`src/rtl/mark_pkg.sv`:
```
// mark_pkg: shared sizes, FSM states and mark unpacking for the Golomb-ruler mark counters
package mark_pkg;
  localparam int NUMPOSITIONS = 5;
  localparam int MAXVALUE = 49;
  localparam int PVW = 9;
  localparam int PNW = 4;
  localparam int FIRST_VARIABLE = 1;
  localparam int MW = (NUMPOSITIONS + 1) * PVW;
  typedef enum logic [1:0] {INIT, IDLE, SEARCH} state_t;
  function automatic logic [PVW-1:0] get_mark(input logic [MW-1:0] marks, input int j);
    return marks[(NUMPOSITIONS - j) * PVW +: PVW];
  endfunction
endpackage

```
`src/rtl/mark_dist_hash.sv`:
```
// mark_dist_hash: distance vector from a candidate position to every earlier mark (distance 1 in the MSB)
module mark_dist_hash
  import mark_pkg::*;
#(
  parameter int POSITION = 1
) (
  input  logic [PVW-1:0]      cand,
  input  logic [MW-1:0]       marks_in,
  output logic [MAXVALUE-1:0] hash
);
  localparam logic [MAXVALUE-1:0] D1 = {1'b1, {(MAXVALUE-1){1'b0}}};
  // the candidate is checked against each mark before subtracting, so no distance wraps
  always_comb begin
    hash = '0;
    for (int j = 0; j < POSITION; j++)
      if (cand > get_mark(marks_in, j) && cand - get_mark(marks_in, j) <= PVW'(MAXVALUE))
        hash = hash | (D1 >> (cand - get_mark(marks_in, j) - PVW'(1)));
  end
endmodule

```
`src/rtl/mark_counter.sv`:
```
// mark_counter: middle mark of the ruler search; finds the next position with unused distances. MARK_LIMIT_PRUNE_EN enables limit pruning.
module mark_counter
  import mark_pkg::*;
#(
  parameter int POSITION = 1
) (
  input  logic                clock,
  input  logic                RESET,
  output logic                ready,
  input  logic                globalready,
  input  logic [PVW-1:0]      startvalue,
  input  logic [PVW-1:0]      limit,
  input  logic [PNW-1:0]      enabled,
  output logic [PVW-1:0]      val,
  output logic [PNW-1:0]      nextEnabled,
  output logic [PVW-1:0]      nextStartValue,
  input  logic [MAXVALUE-1:0] distances,
  output logic [MAXVALUE-1:0] pdHash,
  input  logic [MW-1:0]       marks_in
);
  state_t state_q, state_d;
  logic [PVW-1:0] val_q, val_d, cand_q, cand_d, nsv_q, nsv_d;
  logic [PNW-1:0] ne_q, ne_d;
  logic [MAXVALUE-1:0] hash_q, hash_d, hash_c;
  logic gr_q, too_big, trigger;
  mark_dist_hash #(.POSITION(POSITION)) u_hash (
    .cand    (state_q == SEARCH ? cand_q : startvalue),
    .marks_in(marks_in),
    .hash    (hash_c)
  );
`ifdef MARK_LIMIT_PRUNE_EN
  assign too_big = cand_q > limit || cand_q > PVW'(MAXVALUE);
`else
  logic unused_limit;
  assign unused_limit = ^limit;
  assign too_big = cand_q > PVW'(MAXVALUE);
`endif
  assign trigger = !gr_q && globalready && enabled == PNW'(POSITION);
  assign ready = state_q == IDLE;
  assign val = val_q;
  assign nextEnabled = ne_q;
  assign nextStartValue = nsv_q;
  assign pdHash = hash_q;
  // next state: own distances are masked out of the global set before the collision test
  always_comb begin
    state_d = state_q;
    val_d = val_q;
    cand_d = cand_q;
    nsv_d = nsv_q;
    hash_d = hash_q;
    ne_d = ne_q;
    if (state_q == INIT) state_d = IDLE;
    else if (state_q == IDLE && POSITION < FIRST_VARIABLE) begin
      val_d = startvalue;
      hash_d = hash_c;
      nsv_d = startvalue + PVW'(1);
    end else if (state_q == IDLE && trigger) begin
      state_d = SEARCH;
      cand_d = val_q == '0 ? startvalue : val_q + PVW'(1);
    end else if (state_q == SEARCH && too_big) begin
      state_d = IDLE;
      val_d = '0;
      hash_d = '0;
      ne_d = PNW'(POSITION - 1);
    end else if (state_q == SEARCH && (hash_c & distances & ~hash_q) == '0) begin
      state_d = IDLE;
      val_d = cand_q;
      hash_d = hash_c;
      nsv_d = cand_q + PVW'(1);
      ne_d = PNW'(POSITION + 1);
    end else if (state_q == SEARCH) cand_d = cand_q + PVW'(1);
  end
  // state registers with asynchronous reset
  always_ff @(posedge clock or posedge RESET)
    if (RESET) begin
      state_q <= INIT;
      val_q <= '0;
      cand_q <= '0;
      nsv_q <= PVW'(1);
      hash_q <= '0;
      ne_q <= PNW'(POSITION);
      gr_q <= 1'b0;
    end else begin
      state_q <= state_d;
      val_q <= val_d;
      cand_q <= cand_d;
      nsv_q <= nsv_d;
      hash_q <= hash_d;
      ne_q <= ne_d;
      gr_q <= globalready;
    end
endmodule

```
`config.mk`:
```
export PLATFORM = sky130hd
export DESIGN_NAME = mark_counter
export DESIGN_NICKNAME = d
export VERILOG_FILES = /design/src/rtl/mark_pkg.sv /design/src/rtl/mark_dist_hash.sv /design/src/rtl/mark_counter.sv
export SDC_FILE = /design/constraint.sdc
export NUM_CORES = 1
export LEC_CHECK = 0
export ABC_AREA = 1
export CORE_MARGIN = 3
export CORE_UTILIZATION = 49
export DETAILED_ROUTE_END_ITERATION = 10
export PLACE_DENSITY = 0.85
export SYNTH_ARGS = -nofsm -noshare
export SYNTH_HDL_FRONTEND = slang
export SYNTH_SLANG_ARGS = --single-unit
```
`constraint.sdc`:
```
create_clock -name clock -period 7.54 [get_ports clock]
set_input_delay 1.508 -clock clock [delete_from_list [all_inputs] [get_ports clock]]
set_output_delay 1.508 -clock clock [all_outputs]
set_load 0.005 [all_outputs]
```
---- Yosys cells after proc, flatten, opt, wreduce, memory -nomap -nowiden ----
Index checks and enable logic that the tools add are counted.
word-level totals
  input bits .............................. 128
  register bits ........................... 83
  output and inout port bits .............. 72
  word-level logic and storage cells ...... 59
operators by class
  eq/ne operators ......................... 5
  muxes and demuxes ....................... 17
  order comparisons ....................... 3
  add/sub/neg operators ................... 4
  shift-type cells ........................ 1
  reduce and logical (&&, ||, !) cells .... 16
  bitwise operators ....................... 6
operators by type and width
  cell                     number
  $mux W49                 3
  $and A49 B49 Y49         2
  $mux W9                  8
  $logic_not A49 Y1        1
  $not A49 Y49             1
  $shr A49 B9 Y49 const A  1
  $add A9 B1 Y9 const B    2
  $gt A9 B6 Y1 const B     1
  $gt A9 B9 Y1             1
  $le A9 B6 Y1 const B     1
  $logic_not A9 Y1         1
  $sub A9 B1 Y9 const B    1
  $sub A9 B9 Y9            1
  $mux W2                  4
  $mux W4                  2
  $reduce_and A4 Y1        2
  $logic_and A1 B1 Y1      6
  $eq A4 B1 Y1 const B     1
  $ne A2 B2 Y1 const B     2
  $reduce_bool A2 Y1       2
  $reduce_bool A4 Y1       1
  $not A1 Y1               3
  $reduce_and A3 Y1        1
  $eq A2 B1 Y1 const B     1
  3 further kinds          3

---- Longest topological paths before layout ----
Gate-level depths: netlist of run 1.
  depth in word-level cells ............... 14
  gate-level depth with buffers ........... 33
  mapped depth without buffers ............ 32

---- Modules after synthesis ----
Synthesis of run 1 repeated with hierarchy kept, for this count alone.
second synthesis, totals
  cell total of the unflattened synthesis .. 882
  area, all modules ....................... 5,858.1 sq um
modules (own cells, without submodules)
  module          cells an instance  seq. area each (sq um)  times used  area each (sq um)
  mark_counter    632                2,029.4                 1           4,603.2
  mark_dist_hash  250                0.0                     1           1,255.0

---- Worst setup path after synthesis of run 1 ----
No wires, ideal clock.
  path type ............................... in2reg
  start ................................... input startvalue[1]
  end ..................................... register nsv_q[2] (netlist: nextStartValue[2])
  stages .................................. 23
  setup time .............................. 0.117 ns
  arrival ................................. 4.312 ns
  slack ................................... 3.111 ns
  required time ........................... 7.423 ns
  cells stage by stage .................... inv_1 o21ai_0 ha_1 inv_1 nand2_1 nand2_1 inv_1 ha_1 inv_1 xor2_1 inv_2 nand4_2 nor2_1 nand3_1 nand2_1 nor2_1 nand3_1 nor2_4 nand4_2 buf_4 buf_6 nand2_1 nand2_1
between the ends
  longest elaborated chain between the ends .. 10
RTL lines
  what                                                    line                                        RTL
  start: declaration                                      mark_counter.sv:11                          input logic [PVW-1:0] startvalue,
  $mux W9 (*)                                             mark_counter.sv:27                          .cand (state_q == SEARCH ? cand_q : startvalue),
  $sub A9 B9 Y9                                           mark_dist_hash.sv:16, mark_dist_hash.sv:17
  $sub A9 B1 Y9 or $le A9 B6 Y1 (tied branches)           mark_dist_hash.sv:17, mark_dist_hash.sv:16
  $shr A49 B9 Y49 or $logic_and A1 B1 Y1 (tied branches)  mark_dist_hash.sv:17, mark_dist_hash.sv:16
  $mux W49 (*)                                            mark_dist_hash.sv:16                        if (cand > get_mark(marks_in, j) && cand - get_mark(marks_in, j) <= PVW'(MAXVALUE))
  $and A49 B49 Y49 (*) (2 in series)                      mark_counter.sv:65                          end else if (state_q == SEARCH && (hash_c & distances & ~hash_q) == '0) begin
  $logic_not A49 Y1 (*)                                   mark_counter.sv:65
  $logic_and A1 B1 Y1 (*)                                 mark_counter.sv:65
  $reduce_and A4 Y1 (no source line) (*)                  n/a
  end signal: assignment                                  mark_counter.sv:87                          nsv_q <= nsv_d;
  end: declaration                                        mark_counter.sv:22                          logic [PVW-1:0] val_q, val_d, cand_q, cand_d, nsv_q, nsv_d;
Every way passes the cells marked *; elsewhere a longest branch is shown, timed or not.
A chain may end at the register's enable or synchronous reset.

---- Final worst setup path of run 1 ----
  start ................................... input startvalue[1]
  end ..................................... register nsv_q[5] (netlist: nextStartValue[5])
The elaborated chain is that of the path after synthesis.

==> reports/metrics.yaml, run 1 <==
cells_and_area:
  nFillCells: 1005
  multi_input_area_mm2: 0.00324
  nets: 1147
  regArea_mm2: 0.00203
  drive_above_1_share_pct: 8.73
  antennaDiodeCount: 0
  final_area_mm2: 0.00775
  layout_commonest_cell: "nand2_1"
  area_delta_synth_final_pct: 29.9
  final_cell_mix: "nand2_1, clkdlybuf4s50_1, inv_1, nand3_1, nor2_1"
floorplanning:
  die_h_um: 116
  die_w_um: 116
  io_pins: 200
  die-area_mm2: 0.0135
  initial_core_util_pct: 51.2
  core_mm2: 0.0117
  num_rows: 39
clock_network:
  ctsResizeCount: 0
  htree_levels: 3
  clkSinkCount: 81
  clock_path_buffers: 2
  hold_buffers: 0
  numCtsBuffers: 9
  cts_tree: "done"
  cts_setup_buffers: 0
  cts_root_buf: "clkbuf_16"
  path_clk_slew_ns: 0.06
  clock_latency_ns: 0.34
global_routing:
  grt.overflow.total: 0
  antenna_found_initial: 0
  grt_pass1_wl_um: 28700
  first_global_vias: 5865
  track_usage_pct: 26.6
  grt_max_degree: 82
timing:
  fmax_mhz: 166
  slew-limit-headroom_pct: 29.4
  hold_violations: 0
  period_needed_ns: 6.02
  grt_setup_unrepaired: "false"
  drv_slew: 0
  finClkSkew_ns: 0.00791
  worst_pin_slew_ns: 1.06
  finalSetupViolCount: 0
  post-route-period-util_pct: 79.8
  fin_setup_tns_ns: 0
  hold_slack_ns: 0.447
setup_path:
  cp_max_fo: 42
  critPathRequiredTime_ns: 7.81
  rrSetupSlack_ns: 2.05
  cp-start-kind: "input port"
  worstSetupPathType: "input port to flip-flop"
  rr_endpoint: "nextStartValue[5]"
  cp-endpoint: "nextStartValue[5]"
  critPathLaunch: "startvalue[1]"
  reg2reg_depth: 25
  cp-end-kind: "flip-flop"
  reg2reg_from: "state_q[1]"
  critPathArrivalTime_ns: 6.29
drt:
  post-route-drc-count: 0
  wl_um: 17800
  vias: 6368
  drtIter0Drc: 571
  avgViaCountPerCell: 5.53
  dr.pass1.iters: 5
  detail-route-antenna-nets: 0
  post_drt_wl_per_cell_um: 15.5
run_status:
  outcome: "completed"
yosys:
  synth_compound_area_share_pct: 9.66
  synth_simple_gate_area_share_pct: 39.3
  ys_seq_area_share_pct: 34.0
  syn_inst: 879
  ys_warn_count: 0
  synthesis.area_mm2: 0.00597
  synth_mux_area_share_pct: 0
  synth-seq-cells: 81
  synth_xor_xnor_area_share_pct: 1.76
  synth.distinct_cells: 38
  synth_fa_ha_area_share_pct: 3.35
  synth_top_family_by_area: "simple AND/OR/NAND/NOR gates"
  avgSynthCellArea_um2: 6.79
power_and_ir_drop:
  power_density_mw_per_mm2: 159
  p_leak_nw: 3.71
  vdd_ir_drop_max_mv: 0.104
placed_design:
  dp.final_hpwl_um: 13100
  io_buffers: 143
  placed_area_mm2: 0.00744
  gp_congestion: 0.946
flow_run:
  max_cap_violations: 0
min_path:
  hp-class: "flip-flop to flip-flop"
area by class of cell:
type	count	area share [%]
Clock buffer	14	3.53
Clock inverter	2	0.452
Inverter	134	6.50
Multi-Input combinational cell	626	41.8
Sequential cell	81	26.2
Tap cell	143	2.31
Timing Repair Buffer	151	19.2
cells by family (layout without fill, tap and decap cells):
| logic type | after synthesis | after routing |
|---|---|---|
| AOI/OAI and AO/OA | 99 | 99 |
| buffers and inverters | 173 | 301 |
| and+or+nand+nor | 497 | 497 |
| DFF | 81 | 81 |
| other | 1 | 2 |
| xor gates and xnor gates | 12 | 12 |
| adders and majority gates | 16 | 16 |
per-layer routing:
metal	track usage (%)	vias up	wire (um)
li1	-	3072	-
met1	37.9	2943	7740
met2	41.3	314	8200
met3	4.25	39	1460
met4	9.36	0	410
met5	0	-	0
report_power, final:
part / total [W] / leakage [nW] / switching, W / internal [W]
logic: 0.000309 / 2.47 / 0.000196 / 0.000113
clock network: 0.000457 / 0.153 / 0.000174 / 0.000284
registers: 0.000466 / 1.08 / 0.0000149 / 0.000451
synth_stat cells:
master	n	area (um^2)
buf_4	5	37.5
nor4_1	5	31.3
o21ai_1	8	40.0
dfrtp_1	79	1980
nand2_1	197	739
nand3_4	1	17.5
nor2_1	97	364
nor3_2	8	80.1
nor3_1	10	50.1
a31oi_1	2	12.5
inv_1	129	484
clkinv_1	1	3.75
nor2_4	4	45.0
nor2_2	12	75.1
nand3_2	1	10.0
o21ai_2	18	158
clkbuf_1	16	60.1
nand4_1	27	169
nand4_2	9	113
buf_2	12	60.1
inv_2	4	15.0
nor2_8	1	20.0
dfstp_2	2	52.6
o21bai_1	1	7.51
nand2_2	4	25.0
nand3b_1	1	7.51
nand3_1	119	596
xnor2_1	2	17.5
a221o_1	1	10.0
buf_6	3	33.8
o2111ai_1	1	8.76
ha_1	16	200
buf_1	3	11.3
conb_1	1	3.75
or2_1	1	6.26
xor2_1	10	87.6
o21ai_0	52	260
a21oi_1	16	80.1
through the flow:
| stage | power (W) | utilization [%] | setup WS (ns) | std cells |
|---|---|---|---|---|
| global route | 0.00129 | 66.5 | 1.11 | 1151 |
| detailed placement | 0.000779 | 63.8 | 1.29 | 1135 |
| finish | 0.00123 | 66.5 | 1.52 | 1151 |
| CTS | 0.00123 | 66.5 | 1.63 | 1151 |
| global placement | 0.000773 | 63.8 | 1.35 | 1135 |
| floorplan | 0.000669 | - | 3.11 | 880 |
worst min-delay path by stage:
stage                        start             end  cells past startpoint
global route        nextEnabled[0]  nextEnabled[0]                      2
finish              nextEnabled[0]  nextEnabled[0]                      2
floorplan           nextEnabled[0]  nextEnabled[0]                      2
detailed placement  nextEnabled[0]  nextEnabled[0]                      2
CTS                 nextEnabled[0]  nextEnabled[0]                      2
global placement    nextEnabled[0]  nextEnabled[0]                      2
flip-flops by register name, summed over array words and instances, names as in the netlist:
signal / flops
cand_q: 9
gr_q: 1
nextEnabled: 2
nextStartValue: 9
pdHash: 49
state_q: 2
val: 9
critical path, stage by stage:
cell             delay (ns)
clkdlybuf4s50_1        0.45
inv_1                  0.06
o21ai_0                0.28
ha_1                   0.33
inv_1                  0.09
nand2_1                0.05
nand2_1                0.10
inv_1                  0.08
ha_1                   0.19
inv_1                  0.12
xor2_1                 0.49
inv_2                  0.22
nand4_2                0.24
nor3_2                 0.10
nand3_1                0.14
nand2_1                0.09
nor2_1                 0.21
nand2_1                0.12
nor2_4                 0.14
nand3_4                0.43
nor2_2                 0.60
nand2_1                0.13
nand2_1                0.10
(Power assumes the default switching activity.)
==> run 2, diff against run 1 <==
--- a/config.mk
+++ b/config.mk
@@ -7,9 +7,9 @@
 export LEC_CHECK = 0
 export ABC_AREA = 1
 export CORE_MARGIN = 3
-export CORE_UTILIZATION = 49
+export CORE_UTILIZATION = 42
 export DETAILED_ROUTE_END_ITERATION = 10
-export PLACE_DENSITY = 0.85
+export PLACE_DENSITY = 0.77
 export SYNTH_ARGS = -nofsm -noshare
 export SYNTH_HDL_FRONTEND = slang
 export SYNTH_SLANG_ARGS = --single-unit
==> constraint.sdc (replaced) <==
create_clock -name clock -period 5.5 [get_ports clock]
set_input_delay 1.1 -clock clock [delete_from_list [all_inputs] [get_ports clock]]
set_output_delay 1.1 -clock clock [all_outputs]
set_load 0.005 [all_outputs]
==> run 2 against run 1 <==
- wire length grew 4.4%
- critical path depth shrank 2
- clock power grew 33%
- core utilization shrank 8.1 points
- via count grew 0.58%
- sequential cell count is the same
- final cell count grew 3.9%
- global-route usage shrank 3.4 points
- total power grew 36%
- critical endpoint is now cand_q[5]
- largest cell class unchanged
==> reports/metrics.yaml, run 2 (synthesis gave the netlist of run 1 again) <==
timing:
  fmax_mhz: 200
  worst_pin_slew_ns: 1.04
  slew-limit-headroom_pct: 30.3
  hold_violations: 0
  drv_slew: 0
  period_needed_ns: 5.01
  grt_setup_unrepaired: "false"
  finClkSkew_ns: 0.0112
  fin_setup_tns_ns: 0
  post-route-period-util_pct: 91.0
  hold_slack_ns: 0.442
  finalSetupViolCount: 0
drt:
  drtIter0Drc: 637
  post_drt_wl_per_cell_um: 15.5
  avgViaCountPerCell: 5.36
  vias: 6405
  routed.top_layer: "met4"
  wl_met2_um: 8640
  post-route-drc-count: 0
  dr.pass1.iters: 5
  drt-met1-wl_um: 8260
  detail-route-antenna-nets: 0
  dr_wl_met3_um: 1370
  wl_um: 18600
clock_network:
  clock_latency_ns: 0.33
  hold_buffers: 0
  htree_levels: 3
  path_clk_slew_ns: 0.06
  cts_root_buf: "clkbuf_16"
  cts_tree: "done"
  clkSinkCount: 81
  clock_path_buffers: 2
  numCtsBuffers: 9
setup_path:
  cp-end-kind: "flip-flop"
  rr_endpoint: "cand_q[5]"
  reg2reg_depth: 27
  cp_max_fo: 24
  slowest_delay_ns: 0.57
  critPathRequiredTime_ns: 5.72
  crit_chain: "clkdlybuf4s50_1 > o21ai_0 > ha_1 > inv_2 > ha_1 > o21bai_1 > nand3_1 > nand3_1 > nand3_1 > nor2_1 > nand2_1 > inv_1 > nand4_1 > nand2_1 > nor2_1 > nand2_1 > nor2_2 > nand3_4 > nand2_2 > nand2_1 > o21ai_2"
  reg2reg_from: "state_q[1]"
  worstSetupPathType: "input port to flip-flop"
  slowest_stage: "inv_1"
  crit_top_cell: "nand2_1"
  cp-start-kind: "input port"
  rrSetupSlack_ns: 0.74
  critPathArrivalTime_ns: 5.22
placed_design:
  io_buffers: 143
  gp_congestion: 0.886
  dp.final_hpwl_um: 14000
  placed_area_mm2: 0.00761
floorplanning:
  num_rows: 42
  die_w_um: 125
  die-area_mm2: 0.0157
  initial_core_util_pct: 44.0
  core_mm2: 0.0136
  io_pins: 200
  die_h_um: 125
global_routing:
  grt_pass1_wl_um: 30100
  track_usage_pct: 23.3
  antenna_found_initial: 0
  grt_max_degree: 58
  first_global_vias: 5921
  grt.overflow.total: 0
min_path:
  worstHoldEndpoint: "nextEnabled[0]"
  hold_start: "nextEnabled[0]"
  hold_path_depth: 2
  hp-class: "flip-flop to flip-flop"
cells_and_area:
  layout_commonest_cell: "nand2_1"
  fin_util_pct: 58.4
  final_area_mm2: 0.00791
  antennaDiodeCount: 0
  drive_above_1_share_pct: 9.80
  final_cell_mix: "nand2_1, clkdlybuf4s50_1, inv_1, nand3_1, nor2_1"
  area_delta_synth_final_pct: 32.5
  nets: 1159
  largest_reg_flops: 49
power_and_ir_drop:
  p_leak_nw: 3.78
  vdd_ir_drop_max_mv: 0.149
  power_density_mw_per_mm2: 213
flow_run:
  max_cap_violations: 0
run_status:
  outcome: "completed"
[run 2: cell count changes in the layout (fill, tap and decap cells not counted), sizes merged]
cell and delta:
clkbuf -1, clkinv +1, buf +12
[run 2: cell type report]
class / instances / area (um^2)
Clock buffer: 13 / 250
Timing Repair Buffer: 163 / 1620
Fill cell: 1264 / 5650
Inverter: 134 / 504
Tap cell: 176 / 220
Clock inverter: 3 / 40.0
Sequential cell: 81 / 2030
Multi-Input combinational cell: 626 / 3250
[run 2: worst max-delay path by stage]
stage / start / endpoint / slack (ns)
finish: startvalue[0] / cand_q[5] / 0.49
global route: startvalue[1] / cand_q[5] / 0.02
CTS: startvalue[1] / nextStartValue[2] / 0.53
detailed placement: startvalue[1] / nextStartValue[2] / 0.20
global placement: startvalue[0] / nextStartValue[2] / 0.26
floorplan: startvalue[1] / nextStartValue[2] / 1.48
[run 2: worst max-delay path: cells and delay by family]
kind	cells	cell delay (ns)
buf+inv	3	1.25
simple gates	13	1.78
compound gates	3	0.49
fa+ha+maj	2	0.58
[run 2: power by group]
group | internal [W] | total, W | switching (W)
clock | 0.000364 | 0.000608 | 0.000244
combinational | 0.000162 | 0.000435 | 0.000274
sequential | 0.000618 | 0.000639 | 0.0000209
total | 0.00114 | 0.00168 | 0.000538
[run 2: metrics by stage]
step / power (W) / instances / setup WS [ns]
4_1_cts: 0.00168 / 1196 / 0.535
2_1_floorplan: 0.000918 / 880 / 1.48
3_5_place_dp: 0.00108 / 1180 / 0.196
3_3_place_gp: 0.00107 / 1180 / 0.260
6_report: 0.00168 / 1196 / 0.495
5_1_grt: 0.00176 / 1196 / 0.0248
[run 2: timing repair]
item | CTS | global route
endpoints found under the setup margin | 0 | 13
endpoints found under the hold margin | 0 | 0
resized for setup | 0 | 2
setup buffers | 0 | 0
[run 2: metal layers]
metal,up-vias,global-route usage (%)
met5,-,0
met4,0,6.57
met3,20,3.50
met2,263,36.0
met1,3012,34.0
li1,3110,-
==> run 3, diff against run 2 <==
--- a/config.mk
+++ b/config.mk
@@ -6,10 +6,13 @@
 export NUM_CORES = 1
 export LEC_CHECK = 0
 export ABC_AREA = 1
+export CAP_MARGIN = 40
+export CELL_PAD_IN_SITES_DETAIL_PLACEMENT = 2
+export CELL_PAD_IN_SITES_GLOBAL_PLACEMENT = 2
 export CORE_MARGIN = 3
-export CORE_UTILIZATION = 42
+export CORE_UTILIZATION = 22
 export DETAILED_ROUTE_END_ITERATION = 10
-export PLACE_DENSITY = 0.77
+export PLACE_DENSITY_LB_ADDON = 0.1
 export SYNTH_ARGS = -nofsm -noshare
 export SYNTH_HDL_FRONTEND = slang
 export SYNTH_SLANG_ARGS = --single-unit
==> run 3 against run 2 <==
- critical path depth is 8 higher
- via count is 0.53% higher
- total power is 5.6% higher
- clock skew is 0.0060 ns higher
- largest cell class unchanged
- design area is 6.5% higher
- first-iteration DRC count is 54% lower
- sequential power hardly changed
- register-to-register slack better by 0.10 ns
==> reports/metrics.yaml, run 3 (synthesis gave the netlist of run 1 again) <==
flow_run:
  max_cap_violations: 0
global_routing:
  first_global_vias: 6864
  grt_pass1_wl_um: 39500
  grt_max_degree: 39
  track_usage_pct: 17.4
  grt.overflow.total: 0
  antenna_found_initial: 1
drt:
  drtIter0Drc: 294
  dr.pass1.iters: 4
  post-route-drc-count: 0
  vias: 6439
  avgViaCountPerCell: 4.66
  detail-route-antenna-nets: 0
  wl_um: 25000
  post_drt_wl_per_cell_um: 18.1
power_and_ir_drop:
  vdd_ir_drop_max_mv: 0.172
  p_total_w: 0.00178
  p_leak_nw: 3.94
  power_density_mw_per_mm2: 211
run_status:
  outcome: "completed"
cells_and_area:
  fin_util_pct: 32.0
  largest_reg_flops: 49
  antennaDiodeCount: 0
  final_area_mm2: 0.00842
  drive_above_1_share_pct: 12.7
  regArea_mm2: 0.00203
  final_cell_mix: "nand2_1, clkdlybuf4s50_1, inv_1, nand3_1, nor2_1"
  layout.cells.non_filler: 1382
  area_delta_synth_final_pct: 41.1
  nFillCells: 3075
  multi_input_area_mm2: 0.00329
  layout_commonest_cell: "nand2_1"
  nets: 1186
setup_path:
  crit_top_cell: "nand2_1"
  cp-start-kind: "input port"
  slowest_stage: "clkdlybuf4s50_1"
  cp-end-kind: "flip-flop"
  critPathTopFamily: "simple AND/OR/NAND/NOR gates"
  cp_max_fo: 10
  worstSetupPathType: "input port to flip-flop"
  critPathArrivalTime_ns: 5.22
  slowest_delay_ns: 0.45
  crit_buf_inv: 7
  critPathRequiredTime_ns: 5.74
floorplanning:
  die_w_um: 171
  num_rows: 59
  die-area_mm2: 0.0291
  io_pins: 200
  core_mm2: 0.0264
  die_h_um: 171
  initial_core_util_pct: 22.7
timing:
  fmax_mhz: 201
  post-route-period-util_pct: 90.6
  period_needed_ns: 4.98
  slew-limit-headroom_pct: 49.1
  drv_slew: 0
  finClkSkew_ns: 0.0171
  hold_violations: 0
  grt_setup_unrepaired: "false"
  fin_setup_tns_ns: 0
  worst_pin_slew_ns: 0.756
  finalSetupViolCount: 0
placed_design:
  dp.final_hpwl_um: 19500
  placed_area_mm2: 0.00807
  place_inst: 1366
  gp_congestion: 0.809
  io_buffers: 143
clock_network:
  clkSinkCount: 81
  clock_path_buffers: 2
  path_clk_slew_ns: 0.09
  htree_levels: 3
  numCtsBuffers: 9
  cts_root_buf: "clkbuf_16"
  cts_tree: "done"
  clock_latency_ns: 0.36
min_path:
  hp-class: "flip-flop to flip-flop"
-- run 3: layout make-up --
| type | count | area share, % |
|---|---|---|
| multi-input cells | 626 | 39.1 |
| flip-flops and latches | 81 | 24.1 |
| repair buffers | 190 | 22.2 |
| inverters | 134 | 5.99 |
| well taps | 335 | 4.98 |
| clock buffers | 9 | 2.67 |
| clock inverters | 7 | 0.966 |
-- run 3: through the flow --
stage / setup WS [ns] / hold WS (ns)
after floorplan: 1.48 / 0.433
after global placement: 0.0109 / 0.431
after detailed placement: -0.0649 / 0.442
after CTS: 0.306 / 0.456
after global routing: 0.0313 / 0.472
final: 0.518 / 0.449
-- run 3: what timing repair did --
| action | CTS | global route |
|---|---|---|
| endpoints found under the hold margin | 0 | 0 |
| setup buffers | 0 | 0 |
| endpoints found under the setup margin | 0 | 27 |
| hold buffers | 0 | 0 |
| resized for setup | 0 | 9 |
-- run 3: metal layers --
layer	GRT usage, %	share of wire, %	up-vias
met5	0	0.052	-
met1	24.7	49	3163
met4	3.35	1.2	2
li1	-	-	3154
met3	3.42	4.6	15
met2	27.7	45	105
-- run 3: where the power goes --
part | total [W] | internal (W) | switching, W
Combinational | 0.000486 | 0.000179 | 0.000307
Sequential | 0.000640 | 0.000617 | 0.0000231
Clock | 0.000649 | 0.000326 | 0.000323
-- run 3: worst reg2reg max path: cells and delay by family (launching register included) --
kind	cells	cell delay (ns)
AND/OR/NAND/NOR	19	2.30
buffers and inverters	7	0.96
AO/OA/AOI/OAI	2	0.52
flip-flops	1	0.39
adder cells (fa/ha/maj)	1	0.38
-- run 3: final timing paths --
| kind | from | end | cells past startpoint | slack, ns |
|---|---|---|---|---|
| min in group asynchronous | RESET | pdHash[40] | 2 | 1.13 |
| max in group asynchronous | RESET | pdHash[14] | 3 | 3.50 |
| min reg2reg | nextEnabled[0] | nextEnabled[0] | 2 | 0.45 |
| min | nextEnabled[0] | nextEnabled[0] | 2 | 0.45 |
| max reg2reg | state_q[0] | cand_q[8] | 29 | 0.84 |
| max | startvalue[4] | cand_q[8] | 29 | 0.52 |
